===== src/rtl/irq_pkg.sv =====
// Shared constants for the machine interrupt source block:
// register offsets, mcause codes, source indices and FSM states.
package irq_pkg;

    localparam logic [4:0] ADDR_MSIP   = 5'h00;
    localparam logic [4:0] ADDR_CMP_LO = 5'h08;
    localparam logic [4:0] ADDR_CMP_HI = 5'h0C;
    localparam logic [4:0] ADDR_TIM_LO = 5'h10;
    localparam logic [4:0] ADDR_TIM_HI = 5'h14;

    localparam logic [31:0] CAUSE_MSI = 32'h8000_0003;
    localparam logic [31:0] CAUSE_MTI = 32'h8000_0007;
    localparam logic [31:0] CAUSE_MEI = 32'h8000_000B;

    localparam logic [1:0] SRC_MSI = 2'd0;
    localparam logic [1:0] SRC_MTI = 2'd1;
    localparam logic [1:0] SRC_MEI = 2'd2;

    typedef enum logic [1:0] {
        ST_IDLE,
        ST_PEND,
        ST_ACKED
    } irq_state_e;

    function automatic logic [31:0] cause_of(input logic [1:0] src);
        logic [31:0] c;
        c = CAUSE_MTI;
        unique case (src)
            SRC_MEI: c = CAUSE_MEI;
            SRC_MSI: c = CAUSE_MSI;
            default: c = CAUSE_MTI;
        endcase
        return c;
    endfunction

endpackage


===== src/rtl/irq_sync.sv =====
// Flop chain bringing the asynchronous external interrupt
// level into the clk domain; clears to 0 on reset.
module irq_sync #(
    parameter int STAGES = 2
) (
    input  logic clk,
    input  logic rst,
    input  logic d,
    output logic q
);

    logic [STAGES-1:0] chain;

    always_ff @(posedge clk or posedge rst) begin
        if (rst) begin
            chain <= '0;
        end else begin
            chain <= {chain[STAGES-2:0], d};
        end
    end

    assign q = chain[STAGES-1];

endmodule


===== src/rtl/irq_ctrl.sv =====
// Machine interrupt sources (mtime/mtimecmp, msip, external line),
// fixed-priority arbitration and a request held until acknowledged.
module irq_ctrl
    import irq_pkg::*;
#(
    parameter int PRESCALE    = 1,
    parameter int SYNC_STAGES = 2
) (
    input  logic        clk,
    input  logic        rst,
    input  logic        bus_we,
    input  logic [4:0]  bus_addr,
    input  logic [31:0] bus_wdata,
    output logic [31:0] bus_rdata,
    input  logic        ext_irq_in,
    input  logic [2:0]  mie_en,
    input  logic        irq_ack,
    output logic        irq_req,
    output logic [31:0] irq_cause,
    output logic [2:0]  mip_out
);

    localparam int PW = (PRESCALE > 1) ? $clog2(PRESCALE) : 1;

    logic [PW-1:0] pcnt;
    logic          tick;
    logic [63:0]   mtime;
    logic [63:0]   mtimecmp;
    logic          msip;
    logic          mtip;
    logic          meip;
    logic [2:0]    mip;
    logic [3:0]    elig;
    logic [1:0]    win;
    logic          src_live;

    irq_state_e    state;
    irq_state_e    state_n;
    logic [1:0]    src;
    logic [1:0]    src_n;
    logic [31:0]   cause;
    logic [31:0]   cause_n;

    logic wr_msip;
    logic wr_cmp_lo;
    logic wr_cmp_hi;
    logic wr_tim_lo;
    logic wr_tim_hi;

    assign wr_msip   = bus_we && (bus_addr == ADDR_MSIP);
    assign wr_cmp_lo = bus_we && (bus_addr == ADDR_CMP_LO);
    assign wr_cmp_hi = bus_we && (bus_addr == ADDR_CMP_HI);
    assign wr_tim_lo = bus_we && (bus_addr == ADDR_TIM_LO);
    assign wr_tim_hi = bus_we && (bus_addr == ADDR_TIM_HI);

    assign tick = (pcnt == PW'(PRESCALE - 1));

    always_ff @(posedge clk or posedge rst) begin
        if (rst) begin
            pcnt <= '0;
        end else if (tick) begin
            pcnt <= '0;
        end else begin
            pcnt <= pcnt + 1'b1;
        end
    end

    // A bus write to either half suppresses that cycle's increment.
    always_ff @(posedge clk or posedge rst) begin
        if (rst) begin
            mtime <= '0;
        end else if (wr_tim_lo) begin
            mtime[31:0] <= bus_wdata;
        end else if (wr_tim_hi) begin
            mtime[63:32] <= bus_wdata;
        end else if (tick) begin
            mtime <= mtime + 64'd1;
        end
    end

    always_ff @(posedge clk or posedge rst) begin
        if (rst) begin
            mtimecmp <= '1;
            msip     <= 1'b0;
            mtip     <= 1'b0;
        end else begin
            if (wr_cmp_lo) mtimecmp[31:0]  <= bus_wdata;
            if (wr_cmp_hi) mtimecmp[63:32] <= bus_wdata;
            if (wr_msip)   msip            <= bus_wdata[0];
            mtip <= (mtime >= mtimecmp);
        end
    end

    irq_sync #(
        .STAGES (SYNC_STAGES)
    ) u_sync (
        .clk (clk),
        .rst (rst),
        .d   (ext_irq_in),
        .q   (meip)
    );

    assign mip     = {meip, mtip, msip};
    assign mip_out = mip;
    assign elig    = {1'b0, mip & mie_en};

    always_comb begin
        win = SRC_MTI;
        priority case (1'b1)
            elig[SRC_MEI]: win = SRC_MEI;
            elig[SRC_MSI]: win = SRC_MSI;
            default:       win = SRC_MTI;
        endcase
    end

    assign src_live = elig[src];

    always_ff @(posedge clk or posedge rst) begin
        if (rst) begin
            state <= ST_IDLE;
            src   <= SRC_MSI;
            cause <= '0;
        end else begin
            state <= state_n;
            src   <= src_n;
            cause <= cause_n;
        end
    end

    // Ack beats withdrawal; ACKED holds until the source goes quiet.
    always_comb begin
        state_n = state;
        src_n   = src;
        cause_n = cause;
        unique case (state)
            ST_IDLE: begin
                if (|elig) begin
                    state_n = ST_PEND;
                    src_n   = win;
                    cause_n = cause_of(win);
                end
            end
            ST_PEND: begin
                if (irq_ack) begin
                    state_n = ST_ACKED;
                end else if (!src_live) begin
                    state_n = ST_IDLE;
                end
            end
            ST_ACKED: begin
                if (!src_live) state_n = ST_IDLE;
            end
            default: state_n = ST_IDLE;
        endcase
    end

    assign irq_req   = (state == ST_PEND);
    assign irq_cause = cause;

    always_comb begin
        bus_rdata = '0;
        unique case (bus_addr)
            ADDR_MSIP:   bus_rdata = {31'b0, msip};
            ADDR_CMP_LO: bus_rdata = mtimecmp[31:0];
            ADDR_CMP_HI: bus_rdata = mtimecmp[63:32];
            ADDR_TIM_LO: bus_rdata = mtime[31:0];
            ADDR_TIM_HI: bus_rdata = mtime[63:32];
            default:     bus_rdata = '0;
        endcase
    end

endmodule

===== config.mk =====
export PLATFORM = sky130hd
export DESIGN_NAME = irq_ctrl
export DESIGN_NICKNAME = d
export VERILOG_FILES = /design/src/rtl/irq_pkg.sv /design/src/rtl/irq_sync.sv /design/src/rtl/irq_ctrl.sv
export SDC_FILE = /design/constraint.sdc
export NUM_CORES = 1
export LEC_CHECK = 0
export BUFFER_PORTS_ARGS = -buffer_cell sky130_fd_sc_hd__buf_4
export CAP_MARGIN = 20
export CELL_PAD_IN_SITES_DETAIL_PLACEMENT = 1
export CELL_PAD_IN_SITES_GLOBAL_PLACEMENT = 2
export CORE_ASPECT_RATIO = 0.9
export CORE_UTILIZATION = 32
export CTS_BUF_LIST = sky130_fd_sc_hd__clkbuf_4 sky130_fd_sc_hd__clkbuf_8
export CTS_CLUSTER_SIZE = 12
export DETAILED_ROUTE_END_ITERATION = 10
export PLACE_DENSITY_LB_ADDON = 0.1
export SYNTH_ARGS = -nofsm -noshare
export SYNTH_HDL_FRONTEND = slang
export SYNTH_HIERARCHICAL = 1
export SYNTH_SLANG_ARGS = --single-unit

===== constraint.sdc =====
create_clock -name clk -period 5.66 [get_ports clk]
set_input_delay 1.132 -clock clk [delete_from_list [all_inputs] [get_ports clk]]
set_output_delay 1.132 -clock clk [all_outputs]
set_load 0.02 [all_outputs]

# Word level (Yosys, flattened, before mapping)
# Index checks and enable logic that the tools add are counted.
# op_classes
n_addsub	2
mul	0
n_div	0
order_cmp	2
eq_ne	11
shift	0
muxes	15
n_bitwise	2
n_reduce_logical	12
# ops
cell	count
one-hot mux 32 bit (5 select lines)	1
2-to-1 mux 32 bit	3
adder 64 x 1 -> 64 bit, second input constant	1
>= comparator 64 bit	1
2-to-1 mux 64 bit	1
== test 5 x 4 -> 1 bit, second input constant	2
== test 5 bit, second input constant	2
2-to-1 mux 2 bit	4
one-hot mux 4 bit (2 select lines)	1
one-hot mux 2 bit (3 select lines)	1
AND reduction 2 bit	3
logical AND 1 bit	5
zero test 5 bit	1
== test 2 bit, second input constant	2
zero test 2 bit	2
!= test 2 x 1 -> 1 bit, second input constant	2
!= test 2 bit, second input constant	2
AND 3 bit	1
< comparator 2 x 3 -> 1 bit, second input constant	1
2-to-1 mux 1 bit	3
OR reduction 3 bit	1
binary-select mux 1 bit (select 2 bit)	1
== test 2 x 1 -> 1 bit, second input constant	1
adder 1 bit, second input constant	1
NOT 1 bit	1
# totals
ff_bits	169
latchBits	0
ram_bits	0
rom_bits	0
inputBits	45
out_inout_bits	68
wordCells	55
memories	0

# Logic depth before layout (Yosys ltp)
# logic_depth
depth_word	6
depth_mapped	8
depth_no_buf	8

# Modules after synthesis
# Netlist, hierarchy kept.
# modules_own_cells
mod	instances	cells_each	area_per_inst_um2	seq_area_each_um2
irq_ctrl	1	1028	9406.5	3458.3
irq_sync	1	3	53.8	50.0

# Worst setup path after synthesis
# No wires, ideal clock.
# synth_timing
kind	input to output
startpoint	input port bus_addr[2]
endpoint	output port bus_rdata[14]
t_arrival_ns	2.800
required_time_ns	4.528
slack_ns	1.728
stages	6
n_path_buf	3
cell_sequence	clkbuf_1 > clkbuf_1 > buf_1 > mux2i_1 > nor2_1 > a221o_1
# synth_between
elab_chain_cells	2
word_cells_on_any_way	6
classes_between	eq/ne: 4; mux: 1; reduce/logical: 1
# synth_lines
item	line_no	source
from (decl)	irq_ctrl.sv:12	input logic [4:0] bus_addr,
== test 5 bit, or another cell as far along	irq_ctrl.sv:162	unique case (bus_addr)
one-hot mux 32 bit (5 select lines) *	irq_ctrl.sv:162	
to (decl)	irq_ctrl.sv:14	output logic [31:0] bus_rdata,
# Every way passes the cells marked *; elsewhere a longest branch is shown, timed or not.

# Final worst setup path
# layout_timing
startpoint	input port bus_addr[2]
endpoint	output port bus_rdata[20]
# The elaborated chain is that of the path after synthesis.

==> flow_summary_export.csv <==
group,metric,value,unit
timing,setup_violations,0,
clocking,cts_made_buffers,17,
worst_hold_path,hp-class,"reg2reg",
critical_path,required,4.53,ns
clocking,cts-resized-gates,0,
cells_and_area,final_nets,1206,
logic_synthesis,ys_seq_area_share,37.1,%
clocking,cts_tree,"yes",
power,pwr_density_cell,333,mW/mm²
die,rows,59,
logic_synthesis,syn_inst,1031,
critical_path,startpoint_type,"primary input",
critical_path,worstPathCellList,"buf_4 -> nand3b_1 -> nor3_2 -> buf_4 -> a221o_1 -> buf_4",
critical_path,cp-startpoint,"bus_addr[2]",
routing,antenna_left,0,
timing,tns,0,ns
clocking,post-cts-setup-buffers,0,
clocking,hold_buffers,0,
timing,period_share,74.4,%
clocking,clock_sinks,137,
critical_path,r2r_cells,7,
logic_synthesis,syn_area,0.00946,mm²
timing,finalHoldViolCount,0,
run,maxCapViolations,0,
power,combPwrFrac,31.1,%
clocking,clk_pin_slew,0.08,ns
cells_and_area,utilization,37.3,%
timing,finalMaxSlewViolations,0,
critical_path,endpoint,"bus_rdata[20]",
timing,relSlewSlack,34.0,%
power,p_leak,0.00459,µW
cells_and_area,syn_to_final_growth,14.4,%
critical_path,path_class,"in2out",
die,start_util,32.6,%
critical_path,cp.arrival,3.08,ns
global_routing,grt_pass1_wl,50700,µm
timing,worstMarginPinSlew,0.989,ns
clocking,h-tree-depth,4,
logic_synthesis,async_flop_share,100,%
logic_synthesis,synth_edf_count,0,
placed_design,post_dp_cell_area,0.0104,mm²
global_routing,use_met2,34.4,%
critical_path,cpPeakStageDelay,0.64,ns
timing,finClkSkew,0.0141,ns
routing,vias_per_cell,5.30,
global_routing,grt.busiest_layer,"met2",
critical_path,r2r-end,"mtip",
clocking,cts_root_buf,"clkbuf_8",
global_routing,grt_use_total,22.5,%
worst_hold_path,hold_path_depth,0,
logic_synthesis,synth_cell_types,67,
logic_synthesis,ys_ff_latch,137,
power,switchingPower,1390,µW
critical_path,r2r_slack,2.48,ns
power,max-vdd-ir-drop,0.142,mV
timing,fin_ws,1.45,ns
critical_path,crit_top_cell,"buf_4",
outcome,status,"finished clean",
global_routing,grtUsageMet3,3.79,%
clocking,clkLatencyLatePin,0.47,ns
timing,max_freq,0.238,GHz
global_routing,use_met1,33.1,%
worst_hold_path,hp-start,"u_sync/chain[0]",
critical_path,cpMaxStageDelayCell,"buf_4",
placed_design,preCtsSetupSlack,1.44,ns
cells_and_area,diodes,0,
placed_design,dp.cells,1473,
placed_design,dp_hpwl,23600,µm
timing,rsz0062_at_grt,"no",
routing,vias,7969,
cells_and_area,stdcell_area,0.0108,mm²
die,die_height,165,µm
critical_path,end_kind,"primary output",
die,num_io_pins,113,
clocking,clockBufferDepth,2,
die,dieArea,0.0303,mm²
routing,drtPass1Iterations,5,
logic_synthesis,syn_area_per_cell,9.18,µm²
logic_synthesis,yosys_most_used_dff,"dfrtp_1",
power,swShare,38.7,%
routing,drc_errors,0,
logic_synthesis,yosys_warnings,6,
critical_path,path_max_fanout,43,
routing,drt_wl_total,32600,µm
power,seqPwrFrac,45.1,%
die,coreArea,0.0290,mm²
global_routing,grt_pass1_vias,8034,
placed_design,gp_congestion,0.772,
die,die-width,183,µm
power,p_int,2210,µW
routing,avgRoutedWirePerCell,21.7,µm
placed_design,port-buffer-count,85,
routing,first_iter_violations,444,
timing,period_needed,4.21,ns
global_routing,overflow,0,
critical_path,reg2reg_from,"mtime[0]",
cells_and_area,nFillCells,3359,
global_routing,antenna_found_initial,0,
cells_and_area,instances_no_fill,1505,
power,clock_power_share,23.8,%
cells_and_area,drive_gt1_share,25.8,%
global_routing,grt_max_degree,97,
## cell families after synthesis
family | synth area share, %
and+or+nand+nor | 17.6
buffers and inverters | 7.76
adders and majority gates | 8.60
other | 0.0396
xor gates and xnor gates | 2.68
AOI/OAI and AO/OA | 14.5
DFF | 37.1
muxes | 11.7
## Yosys cell counts, types with 3 or more instances
| master | count | share of area, % |
|---|---|---|
| o211ai_1 | 4 | 0.32 |
| nand3_1 | 41 | 2.2 |
| buf_4 | 33 | 2.6 |
| nand4_1 | 26 | 1.7 |
| o21a_1 | 3 | 0.24 |
| nand2_1 | 82 | 3.3 |
| mux2_2 | 66 | 7.9 |
| a311oi_1 | 4 | 0.37 |
| nand2b_1 | 4 | 0.26 |
| nor3_1 | 30 | 1.6 |
| mux2i_1 | 35 | 3.7 |
| a221o_1 | 35 | 3.7 |
| xor2_1 | 11 | 1.0 |
| o311ai_0 | 3 | 0.28 |
| nor2_1 | 90 | 3.6 |
| a31oi_1 | 6 | 0.40 |
| or2_2 | 4 | 0.26 |
| a22oi_1 | 10 | 0.79 |
| xnor2_1 | 18 | 1.7 |
| nor4_1 | 7 | 0.46 |
| o31ai_1 | 4 | 0.32 |
| a21oi_1 | 37 | 2.0 |
| ha_1 | 65 | 8.6 |
| or4_1 | 5 | 0.40 |
| or3_1 | 6 | 0.40 |
| o22ai_1 | 5 | 0.33 |
| and3_1 | 13 | 0.86 |
| inv_1 | 80 | 3.2 |
| nand3b_1 | 4 | 0.32 |
| a211oi_1 | 16 | 1.3 |
| o21ai_0 | 52 | 2.8 |
| a21o_1 | 4 | 0.32 |
| dfrtp_1 | 73 | 19 |
| and2_1 | 4 | 0.26 |
| clkbuf_1 | 36 | 1.4 |
| buf_1 | 11 | 0.44 |
| dfstp_2 | 64 | 18 |
| and4_1 | 4 | 0.37 |
## metrics by stage
stage / hold slack, ns / power [µW]
2_1_floorplan: 0.331 / 2320
3_3_place_gp: 0.338 / 2750
4_1_cts: 0.373 / 3650
3_5_place_dp: 0.354 / 2770
5_1_grt: 0.382 / 3880
6_report: 0.366 / 3600
## power by group through the flow
stage / Clock, µW / Combinational (µW) / Sequential, µW
2_1_floorplan: 0 / 828 / 1500
3_3_place_gp: 0 / 1100 / 1650
3_5_place_dp: 0 / 1120 / 1640
4_1_cts: 892 / 1130 / 1630
5_1_grt: 932 / 1280 / 1670
6_report: 857 / 1120 / 1620
## placed cells by master, fill, tap and decap left out, types with 11 or more instances in the layout
cell      instances
buf_4           101
nor2_1           88
nand2_1          81
inv_1            79
dfrtp_1          73
mux2_2           66
ha_1             65
dfstp_2          64
o21ai_0          52
nand3_1          41
a21oi_1          37
a221o_1          35
mux2i_1          35
nor3_1           28
conb_1           27
nand4_1          26
clkbuf_8         20
xnor2_1          18
a211oi_1         16
and3_1           13
xor2_1           11
## area by class of cell
type	instances	area, µm²	area share, %
sequential	137	3510	32.4
tap	396	495	4.58
clock inverter	10	119	1.10
multi-input combinational	758	5340	49.3
inverter	80	305	2.82
clock buffer	22	290	2.68
timing repair buffer	102	763	7.05
## metal layers
| layer | up-vias | share of wire [%] |
|---|---|---|
| li1 | 3808 | - |
| met1 | 3999 | 52 |
| met2 | 145 | 43 |
| met3 | 17 | 3.4 |
| met4 | 0 | 1.2 |
| met5 | - | 0 |
## flip-flops by register name, summed over array words and instances (netlist names)
signal / flops
msip: 1
mtime: 64
mtip: 1
irq_cause: 3
mtimecmp: 64
state: 2
u_sync/chain: 2
## worst min path at each step
| stage | to |
|---|---|
| CTS | u_sync/chain[1] |
| global route | u_sync/chain[1] |
| global placement | u_sync/chain[1] |
| finish | u_sync/chain[1] |
| floorplan | u_sync/chain[1] |
| detailed placement | u_sync/chain[1] |
## critical path: cells and delay by family
kind,cells,cell delay (ns)
AOI/OAI and AO/OA,1,0.23
and+or+nand+nor,2,0.50
buffers and inverters,3,1.17
Note: power is estimated with default switching activity, not from simulation.
